File: src/rtl/seg7_mux_driver.sv
// Time-multiplexed 7-segment driver: staged nibble load, tear-free frame-boundary update,
// one digit per refresh slot, with leading-zero blanking, per-digit blink and a frame_done pulse.
module seg7_mux_driver #(
  parameter int NUM_DIGITS  = 4,
  parameter int REFRESH_DIV = 50000,
  parameter int BLINK_HALF  = 25000000,
  parameter int ACTIVE_LOW  = 1
) (
  input  logic                    clk,
  input  logic                    rst,
  input  logic                    load,
  input  logic [4*NUM_DIGITS-1:0] value_in,
  input  logic [NUM_DIGITS-1:0]   dp_in,
  input  logic                    blank_lz,
  input  logic [NUM_DIGITS-1:0]   blink_en,
  output logic [6:0]              seg,
  output logic                    dp,
  output logic [NUM_DIGITS-1:0]   an,
  output logic                    frame_done
);

  localparam int DIV_W = (REFRESH_DIV > 1) ? $clog2(REFRESH_DIV) : 1;
  localparam int IDX_W = (NUM_DIGITS > 1) ? $clog2(NUM_DIGITS) : 1;
  localparam int BLK_W = (BLINK_HALF > 1) ? $clog2(BLINK_HALF) : 1;
  localparam logic POL = (ACTIVE_LOW != 0);
  localparam logic [DIV_W-1:0] DIV_LAST = DIV_W'(REFRESH_DIV - 1);
  localparam logic [IDX_W-1:0] IDX_LAST = IDX_W'(NUM_DIGITS - 1);
  localparam logic [BLK_W-1:0] BLK_LAST = BLK_W'(BLINK_HALF - 1);

  logic [DIV_W-1:0]          div_cnt;
  logic [IDX_W-1:0]          idx;
  logic [BLK_W-1:0]          blink_cnt;
  logic                      phase;
  logic [4*NUM_DIGITS-1:0]   staging_val;
  logic [NUM_DIGITS-1:0]     staging_dp;
  logic [4*NUM_DIGITS-1:0]   shadow_val;
  logic [NUM_DIGITS-1:0]     shadow_dp;
  logic                      pending;

  logic                      slot_end;
  logic                      boundary;
  logic [NUM_DIGITS-1:0]     lz_mask;
  logic [3:0]                cur_nib;
  logic                      cur_dp;
  logic                      cur_blank;
  logic [NUM_DIGITS-1:0]     an_onehot;

  assign slot_end = (div_cnt == DIV_LAST);
  assign boundary = slot_end && (idx == IDX_LAST);

  function automatic logic [6:0] hex_to_seg(input logic [3:0] nib);
    logic [6:0] code;
    case (nib)
      4'h0: code = 7'b0111111;
      4'h1: code = 7'b0000110;
      4'h2: code = 7'b1011011;
      4'h3: code = 7'b1001111;
      4'h4: code = 7'b1100110;
      4'h5: code = 7'b1101101;
      4'h6: code = 7'b1111101;
      4'h7: code = 7'b0000111;
      4'h8: code = 7'b1111111;
      4'h9: code = 7'b1101111;
      4'hA: code = 7'b1110111;
      4'hB: code = 7'b1111100;
      4'hC: code = 7'b0111001;
      4'hD: code = 7'b1011110;
      4'hE: code = 7'b1111001;
      default: code = 7'b1110001;
    endcase
    return code;
  endfunction

  // load is a one-cycle strobe with no ready: every strobe is accepted. Off a boundary it
  // lands in staging (pending); on a boundary it goes straight to the shadow.
  always_ff @(posedge clk) begin
    if (rst) begin
      div_cnt     <= '0;
      idx         <= '0;
      blink_cnt   <= '0;
      phase       <= 1'b0;
      staging_val <= '0;
      staging_dp  <= '0;
      shadow_val  <= '0;
      shadow_dp   <= '0;
      pending     <= 1'b0;
      frame_done  <= 1'b0;
    end else begin
      div_cnt <= slot_end ? '0 : div_cnt + 1'b1;
      if (slot_end) begin
        idx <= (idx == IDX_LAST) ? '0 : idx + 1'b1;
      end
      if (blink_cnt == BLK_LAST) begin
        blink_cnt <= '0;
        phase     <= ~phase;
      end else begin
        blink_cnt <= blink_cnt + 1'b1;
      end
      frame_done <= boundary;
      if (load) begin
        staging_val <= value_in;
        staging_dp  <= dp_in;
      end
      if (boundary) begin
        pending <= 1'b0;
        if (load) begin
          shadow_val <= value_in;
          shadow_dp  <= dp_in;
        end else if (pending) begin
          shadow_val <= staging_val;
          shadow_dp  <= staging_dp;
        end
      end else if (load) begin
        pending <= 1'b1;
      end
    end
  end

  // Digit k is a leading zero when it and every more-significant nibble are zero.
  always_comb begin
    logic zero_above;
    lz_mask    = '0;
    zero_above = 1'b1;
    for (int k = NUM_DIGITS - 1; k >= 0; k--) begin
      zero_above = zero_above && (shadow_val[4*k +: 4] == 4'h0);
      lz_mask[k] = zero_above && (k != 0);
    end
  end

  always_comb begin
    cur_nib   = '0;
    cur_dp    = 1'b0;
    cur_blank = 1'b0;
    an_onehot = '0;
    for (int k = 0; k < NUM_DIGITS; k++) begin
      if (idx == IDX_W'(k)) begin
        cur_nib      = shadow_val[4*k +: 4];
        cur_dp       = shadow_dp[k];
        cur_blank    = (blank_lz && lz_mask[k]) || (phase && blink_en[k]);
        an_onehot[k] = 1'b1;
      end
    end
  end

  // Registered output stage: follows idx by one cycle; a blanked slot keeps its timing but
  // drives nothing.
  always_ff @(posedge clk) begin
    if (rst) begin
      seg <= {7{POL}};
      dp  <= POL;
      an  <= {NUM_DIGITS{POL}};
    end else if (cur_blank) begin
      seg <= {7{POL}};
      dp  <= POL;
      an  <= {NUM_DIGITS{POL}};
    end else begin
      seg <= hex_to_seg(cur_nib) ^ {7{POL}};
      dp  <= cur_dp ^ POL;
      an  <= an_onehot ^ {NUM_DIGITS{POL}};
    end
  end

endmodule

File: config.mk
export PLATFORM = sky130hd
export DESIGN_NAME = seg7_mux_driver
export DESIGN_NICKNAME = d
export VERILOG_FILES = /design/src/rtl/seg7_mux_driver.sv
export SDC_FILE = /design/constraint.sdc
export NUM_CORES = 1
export LEC_CHECK = 0
export CAP_MARGIN = 40
export CORE_MARGIN = 2
export CORE_UTILIZATION = 45
export DETAILED_ROUTE_END_ITERATION = 10
export PLACE_DENSITY = 0.72
export SLEW_MARGIN = 40
export SYNTH_ARGS = -nofsm -noshare
export SYNTH_HDL_FRONTEND = slang
export SYNTH_SLANG_ARGS = --single-unit
File: constraint.sdc
create_clock -name clk -period 3.3 [get_ports clk]
set_clock_uncertainty 0.05 [all_clocks]
set_input_delay 0.495 -clock clk [delete_from_list [all_inputs] [get_ports clk]]
set_output_delay 0.495 -clock clk [all_outputs]
set_load 0.01 [all_outputs]
---- Yosys cells after proc, flatten, opt, wreduce, memory -nomap -nowiden ----
Memories as Yosys holds them, arrays and structs flattened.
Index checks and enable logic that the tools add are counted.
storage, ports and cells
  memories ................................ 1
  logic and storage cells ................. 72
  flip-flop bits (word level) ............. 98
  output and inout bits ................... 13
  latch bits .............................. 0
  bits in read-only memories .............. 112
  RAM bits ................................ 0
  input bits .............................. 28
memories
  name             words  width  rd ports  clocked after memory_dff  wr ports  line  text
  (no name shown)  16     7      1         0                         0         53    case (nib)
cells by class
  equal/unequal tests ..................... 5
  add/sub/neg operators ................... 3
  reductions and logical operators ........ 23
  $lt $le $gt $ge ......................... 0
  bitwise logic cells ..................... 4
  div/mod/pow operators ................... 0
  shifts and indexed selects .............. 0
  multiplexer cells ....................... 23
  $mul .................................... 0
operators with widths
  kind                     number
  $mux W16                 2
  $add A25 B1 Y25 const B  1
  $eq A25 B25 Y1 const B   1
  $mux W4                  6
  $add A16 B1 Y16 const B  1
  $eq A16 B16 Y1 const B   1
  $mux W7                  2
  $logic_not A4 Y1         3
  $mux W1                  12
  $logic_and A1 B1 Y1      10
  $reduce_or A2 Y1         4
  $not A7 Y7               1
  $eq A2 B2 Y1 const B     2
  $not A4 Y4               1
  $logic_or A1 B1 Y1       3
  $add A2 B1 Y2 const B    1
  $eq A2 B1 Y1 const B     1
  $logic_not A2 Y1         1
  $mux W2                  1
  $not A1 Y1               2
  $reduce_and A2 Y1        1
  $reduce_bool A2 Y1       1

---- Longest topological paths before layout ----
Gate-level depths: netlist of the first run.
  depth in word-level cells ............... 11
  gate-level depth with buffers ........... 11
  mapped depth without buffers ............ 10

---- Worst setup path after synthesis of the first run ----
OpenSTA, ideal clock, no wires.
  path kind ............................... reg-to-reg
  start point ............................. reg idx[0]
  end point ............................... reg seg[1]
  slack ................................... 0.879 ns
  arrival time ............................ 2.292 ns
  buffers on the path ..................... 1
  period minus slack after synthesis ...... 2.421 ns
  setup time .............................. 0.079 ns
  cell stages (with the launch flop) ...... 11
  required time ........................... 3.171 ns
  path through ............................ dfxtp_1 inv_1 ha_1 buf_2 inv_1 o311ai_0 inv_1 ha_1 a21boi_0 o21ai_0 o211ai_1
on the way
  word-level cells in the longest chain between the ends .. 9
  elaborated cells between the ends (all ways) .. 17
  those cells by class .................... eq/ne (3); mux (10); bitwise (1); reduce/logical (2); memory (1)
ends and longest elaborated chain
  what                    line  text
  start, declared         31    logic [IDX_W-1:0] idx;
  start signal, assigned  91    idx <= (idx == IDX_LAST) ? '0 : idx + 1'b1;
  $logic_not A2 Y1        136   if (idx == IDX_W'(k)) begin
  $mux W4 (4 in series)   136
  $mem_v2 Z16 W7          n/a
  $mux W7                 152   end else if (cur_blank) begin
  $mux W7                 148   if (rst) begin
  $not A7 Y7 (no line)    n/a
  end signal, assigned    149   seg <= {7{POL}};
  end signal, assigned    153   seg <= {7{POL}};
  end signal, assigned    157   seg <= hex_to_seg(cur_nib) ^ {7{POL}};
  end, declared           16    output logic [6:0] seg,
Parallel ways exist; a longest one is shown, timed or not. The select of a mux whose other input is x is not followed.
A chain may end at the register's enable or synchronous reset.

---- Worst setup path after layout of the first run ----
Same ends and word-level chain as after synthesis.

==> impl_metrics.toml, run 1 <==
[final_layout]
syn_to_final_growth_pct = 15.8
fin_cells = 643
fillCellCount = 848
multi_input_area_um2 = 2150
antenna_cells = 0
final_layout_size_suffix_gt1_share_pct = 5.84
final_nets = 550
fin_util_pct = 53.7
seqCellArea_um2 = 1960

[synth]
syn_inst = 477
synth_top_flop_cell = "dfxtp_1"
synthArstFlopShare_pct = 0
synth_area_um2 = 4290
synth.distinct_cells = 45
synth_edf_count = 0
synthesis.nets = 517
ys_seq_area_share_pct = 45.8
synth.most_common_cell = "dfxtp_1"
yosysTopAreaCell = "dfxtp_1"
yosys_warnings = 0
synth_top_area_share_pct = 45.8
ys_ff_latch = 98
ys_top_cells_by_count = "98 x dfxtp_1, 74 x nor2_1, 50 x nand2_1"
syn_area_per_cell_um2 = 8.98
synth.area.top_cells = "dfxtp_1 46%, nor2_1 6.5%, mux2i_1 5.6%, xor2_1 5.3%, nand2_1 4.4%"

[routing]
drtIter0Drc = 135
drc = 0
wirelength_mm = 8.20
vias_per_cell = 5.04
dr.pass1.iters = 4
vias = 3243
routedWlPerCell_um = 12.8
ant_nets = 0

[cts]
cts_tree = "done"
holdBufCountCts = 0
cts_buffer_depth = 2
postCtsResizedCells = 0
htreeDepth = 3
postCtsSetupBuffers = 0
clockRootBuffer = "clkbuf_8"
numCtsBuffers = 9
clock_latency_ns = 0.36
path_clk_slew_ns = 0.09
cts.sinks = 98

[setup_path]
r2r_start = "idx[0]$_SDFFE_PP0N_"
endpoint_kind = "register"
startpoint_type = "register"
crit_fanout = 20
crit_slowest_cell = "a311oi_2"
required_ns = 3.52
critPathLaunch = "idx[0]$_SDFFE_PP0N_"
cpPeakStageDelay_ns = 0.73
crit_family = "compound AO/OA/AOI/OAI gates"
path_cells = "ha_1 > nor2_1 > a311oi_2 > a21boi_0 > o21ai_0 > o211ai_1"
arrival_ns = 2.84
rrSetupSlack_ns = 0.68
path_buf_inv = 0
worstSetupPathType = "reg2reg"

[run_status]
status = "completed"

[power_and_ir_drop]
powerDensity_nw_per_um2 = 423
ir_drop_mv = 0.238
p_leak_nw = 1.86

[timing]
hold_viol = 0
rsz0062_at_grt = "false"
slew_viol_final = 0
fmax_mhz = 381
tns_ns = 0
maxSlewHeadroom_pct = 44.4
finalCriticalPeriod_ns = 2.62
setup_viol = 0
period_share_pct = 79.5
tightestPinTransition_ns = 0.835

[min_path]
min-delay-start = "div_cnt[0]$_SDFF_PP0_"
hold_class = "reg2reg"

[floorplanning]
die-area_um2 = 10300
die_x_um = 102
core_um2 = 9240
ios = 41
die_y_um = 102
initial_core_util_pct = 46.4
row_count = 35

[place]
place.gp.congestion = 0.868
io_buffers = 40
placedCellCount = 628
hpwlAfterDp_mm = 5.73

[global_route]
antenna_found_initial = 0
grt_first_pass_wirelength_mm = 14.3
grt_pass1_vias = 3175
grt-ovfl-total = 0
grt_use_total_pct = 17.1
grt_max_degree = 41

[flow_run]
drv_cap = 0
==> worst register-to-register path: cells and delay by family (launching register included) <==
family	cells	cell delay, ns
AOI/OAI and AO/OA	4	1.30
adders and majority gates	1	0.59
DFF	1	0.41
and+or+nand+nor	1	0.22
==> worst paths after layout <==
| check | to | cells past startpoint |
|---|---|---|
| setup / recovery | seg[1]$_SDFF_PP1_ | 6 |
| hold / removal | div_cnt[0]$_SDFF_PP0_ | 1 |
| setup reg to reg | seg[1]$_SDFF_PP1_ | 6 |
| hold reg to reg | div_cnt[0]$_SDFF_PP0_ | 1 |
==> per-stage QoR <==
step	power, mW	area, um2	hold slack [ns]	setup WS, ns
finish	2.10	4960	0.425	0.676
global route	2.18	4960	0.458	0.440
CTS	2.12	4960	0.434	0.745
detailed placement	1.37	4770	0.414	0.772
global placement	1.36	4770	0.392	0.657
floorplan	1.31	4290	0.376	0.879
==> area by class of cell <==
class                   count  area share, %
multi-input cells         343           43.3
flip-flops and latches     98           39.5
repair buffers             48           9.28
well taps                 129           3.25
clock buffers               9           2.50
clock inverters             6           1.36
inverters                  10          0.756
==> cell families (layout without fill, tap and decap cells) <==
logic type | count (synthesis) | after routing | synth area share, %
AO/OA/AOI/OAI | 51 | 51 | 7.62
XOR/XNOR | 37 | 37 | 7.56
adder cells (fa/ha/maj) | 12 | 12 | 3.50
buffers and inverters | 36 | 73 | 4.06
flip-flops | 98 | 98 | 45.8
multiplexers | 25 | 25 | 5.87
AND/OR/NAND/NOR | 218 | 218 | 25.6
==> where the power goes <==
group / switching (mW) / internal [mW] / leakage [nW]
Sequential: 0.0110 / 1.21 / 0.798
Clock: 0.410 / 0.349 / 0.0917
Combinational: 0.0547 / 0.0663 / 0.969
Total: 0.476 / 1.62 / 1.86
==> cells in the final DEF, fill, tap and decap left out, drive strengths merged, types with 3 or more instances in the layout <==
| cell | n |
|---|---|
| dfxtp | 98 |
| nor2 | 74 |
| nand2 | 50 |
| clkdlybuf4s50 | 40 |
| xor2 | 26 |
| o21ai | 24 |
| mux2i | 24 |
| nand3 | 21 |
| nand2b | 20 |
| ha | 12 |
| nand4 | 11 |
| xnor2 | 11 |
| inv | 11 |
| clkbuf | 9 |
| buf | 8 |
| nand3b | 7 |
| a21oi | 7 |
| and3 | 6 |
| and4 | 6 |
| o211ai | 5 |
| nor4 | 5 |
| nor3 | 4 |
| a211oi | 3 |
| or2 | 3 |
==> state kept, by name (all words and copies together) (netlist names) <==
register and flops:
frame_done 1, phase 1, staging_val 16, blink_cnt 25, pending 1, staging_dp 4, div_cnt 16, seg 7
idx 2, an 4, shadow_val 16, shadow_dp 4, dp 1
==> routing by layer <==
layer  wire length, um  GRT usage [%]
met5                 0              0
met4                89           6.24
met3               336           4.07
met2              3890           28.4
met1              3890           21.5
Power figures use the tool's default switching activity.
==> run 2: changes to the inputs <==
--- a/config.mk
+++ b/config.mk
@@ -9,7 +9,7 @@
 export CORE_MARGIN = 2
 export CORE_UTILIZATION = 45
 export DETAILED_ROUTE_END_ITERATION = 10
-export PLACE_DENSITY = 0.72
+export PLACE_DENSITY = 0.75
 export SLEW_MARGIN = 40
 export SYNTH_ARGS = -nofsm -noshare
 export SYNTH_HDL_FRONTEND = slang
==> constraint.sdc (replaced) <==
create_clock -name clk -period 2.39 [get_ports clk]
set_clock_uncertainty 0.05 [all_clocks]
set_input_delay 0.3585 -clock clk [delete_from_list [all_inputs] [get_ports clk]]
set_output_delay 0.3585 -clock clk [all_outputs]
set_load 0.01 [all_outputs]
==> run 2 against run 1 <==
Die area unchanged; register-to-register slack got worse by 0.48 ns; via count increased by 1.4%; critical endpoint is now seg[3]$_SDFF_PP1_; non-clock buffer count increased by 6; critical path type unchanged; routed wire length decreased by 2.7%.
==> impl_metrics.toml, run 2 (same netlist as run 1, synthesis figures left out) <==
[setup_path]
path_buf_inv = 3
rrSetupSlack_ns = 0.19
worstReg2RegEnd = "seg[3]$_SDFF_PP1_"
cpMostUsedCell = "inv_1"
critPathLaunch = "idx[0]$_SDFFE_PP0N_"
path_depth = 9
crit_slowest_cell = "o311ai_0"
arrival_ns = 2.42
crit_end = "seg[3]$_SDFF_PP1_"
cpPeakStageDelay_ns = 0.46
worstSetupPathType = "reg2reg"
path_cells = "inv_1 > ha_1 > inv_1 > o311ai_0 > inv_1 > ha_1 > mux2i_1 > a22o_1 > nand2_1"
r2r_start = "idx[0]$_SDFFE_PP0N_"
rr_worst_depth = 9
startpoint_type = "register"
crit_family = "compound AO/OA/AOI/OAI gates"
endpoint_kind = "register"
required_ns = 2.61
crit_fanout = 5

[global_route]
grt-ovfl-total = 0
grt_use_total_pct = 16.6
grt_first_pass_wirelength_mm = 13.9
grt_max_degree = 44
grt_pass1_vias = 3197
antenna_found_initial = 0

[routing]
dr_wl_met2_mm = 3.72
wl_met1_mm = 3.79
highest_layer = "met4"
drtIter0Drc = 111
wl_met3_um = 356
drc = 0
ant_nets = 0
dr.pass1.iters = 4
vias = 3287
routedWlPerCell_um = 12.3
vias_per_cell = 5.06
wirelength_mm = 7.99

[timing]
setup_viol = 0
maxSlewHeadroom_pct = 63.9
tightestPinTransition_ns = 0.541
holdWs_ns = 0.424
tns_ns = 0
rsz0062_at_grt = "false"
period_share_pct = 91.9
hold_viol = 0
slew_viol_final = 0
finalCriticalPeriod_ns = 2.20
fmax_mhz = 455

[final_layout]
syn_to_final_growth_pct = 17.0
fin_cells = 650
final_cell_mix = "98 x dfxtp_1, 74 x nor2_1, 50 x nand2_1"
antenna_cells = 0
largest_reg_flops = 25
final_nets = 556
layout_commonest_cell = "dfxtp_1"
fin_util_pct = 54.3
final_layout_size_suffix_gt1_share_pct = 7.29
largest-register = "blink_cnt"

[floorplanning]
row_count = 35
ios = 41
die_y_um = 102
core_um2 = 9240
die-area_um2 = 10300
initial_core_util_pct = 46.4
die_x_um = 102

[cts]
numCtsBuffers = 9
cts_tree = "done"
clockRootBuffer = "clkbuf_8"
holdBufCountCts = 0
path_clk_slew_ns = 0.10
htreeDepth = 3
cts.sinks = 98
cts_buffer_depth = 2
clock_latency_ns = 0.37

[power_and_ir_drop]
p_leak_nw = 1.90
powerDensity_nw_per_um2 = 576
ir_drop_mv = 0.286

[flow_run]
drv_cap = 0

[place]
hpwlAfterDp_mm = 5.75
place.gp.congestion = 0.872
placedCellCount = 634
io_buffers = 40

[min_path]
hold_class = "reg2reg"

[run_status]
status = "completed"
run 2: worst min-delay path by stage:
stage | to | from | cells past startpoint
2_1_floorplan | div_cnt[0]$_SDFF_PP0_ | div_cnt[0]$_SDFF_PP0_ | 1
3_3_place_gp | div_cnt[0]$_SDFF_PP0_ | div_cnt[0]$_SDFF_PP0_ | 1
3_5_place_dp | div_cnt[0]$_SDFF_PP0_ | div_cnt[0]$_SDFF_PP0_ | 1
4_1_cts | div_cnt[0]$_SDFF_PP0_ | div_cnt[0]$_SDFF_PP0_ | 1
5_1_grt | div_cnt[0]$_SDFF_PP0_ | div_cnt[0]$_SDFF_PP0_ | 1
6_report | div_cnt[0]$_SDFF_PP0_ | div_cnt[0]$_SDFF_PP0_ | 1
run 2: metal layers:
layer	vias to the layer above	global-route usage (%)
li1	1697	-
met1	1514	20.5
met2	65	27.5
met3	11	4.35
met4	0	6.86
met5	-	0
run 2: timing repair:
item,CTS,global route
setup endpoints to repair,0,1
setup buffers,0,0
gates resized for setup,0,2
run 2: cell type report:
type	instances	area, um2
fill	831	4230
sequential	98	1960
inverter	10	37.5
clock buffer	10	138
multi-input combinational	343	2150
clock inverter	6	57.6
tap	129	161
timing repair buffer	54	505
run 2: power by group:
| part | switching, mW | internal (mW) |
|---|---|---|
| clock network | 0.609 | 0.430 |
| logic | 0.0738 | 0.0902 |
| registers | 0.0148 | 1.67 |
run 2: through the flow:
| stage | worst slack, ns | area [um2] | total power, mW |
|---|---|---|---|
| after floorplan | 0.0501 | 4290 | 1.81 |
| after global placement | 0.251 | 4820 | 1.88 |
| after detailed placement | 0.176 | 4820 | 1.89 |
| after CTS | 0.158 | 5010 | 2.92 |
| after global routing | 0.0267 | 5010 | 3.01 |
| final | 0.193 | 5010 | 2.89 |
==> run 3: changes to the inputs <==
--- a/config.mk
+++ b/config.mk
@@ -5,7 +5,7 @@
 export SDC_FILE = /design/constraint.sdc
 export NUM_CORES = 1
 export LEC_CHECK = 0
-export CAP_MARGIN = 40
+export CAP_MARGIN = 20
 export CORE_MARGIN = 2
 export CORE_UTILIZATION = 45
 export DETAILED_ROUTE_END_ITERATION = 10
==> results of run 3 <==
Final layout, timing and power as in run 2 (identical DEF).
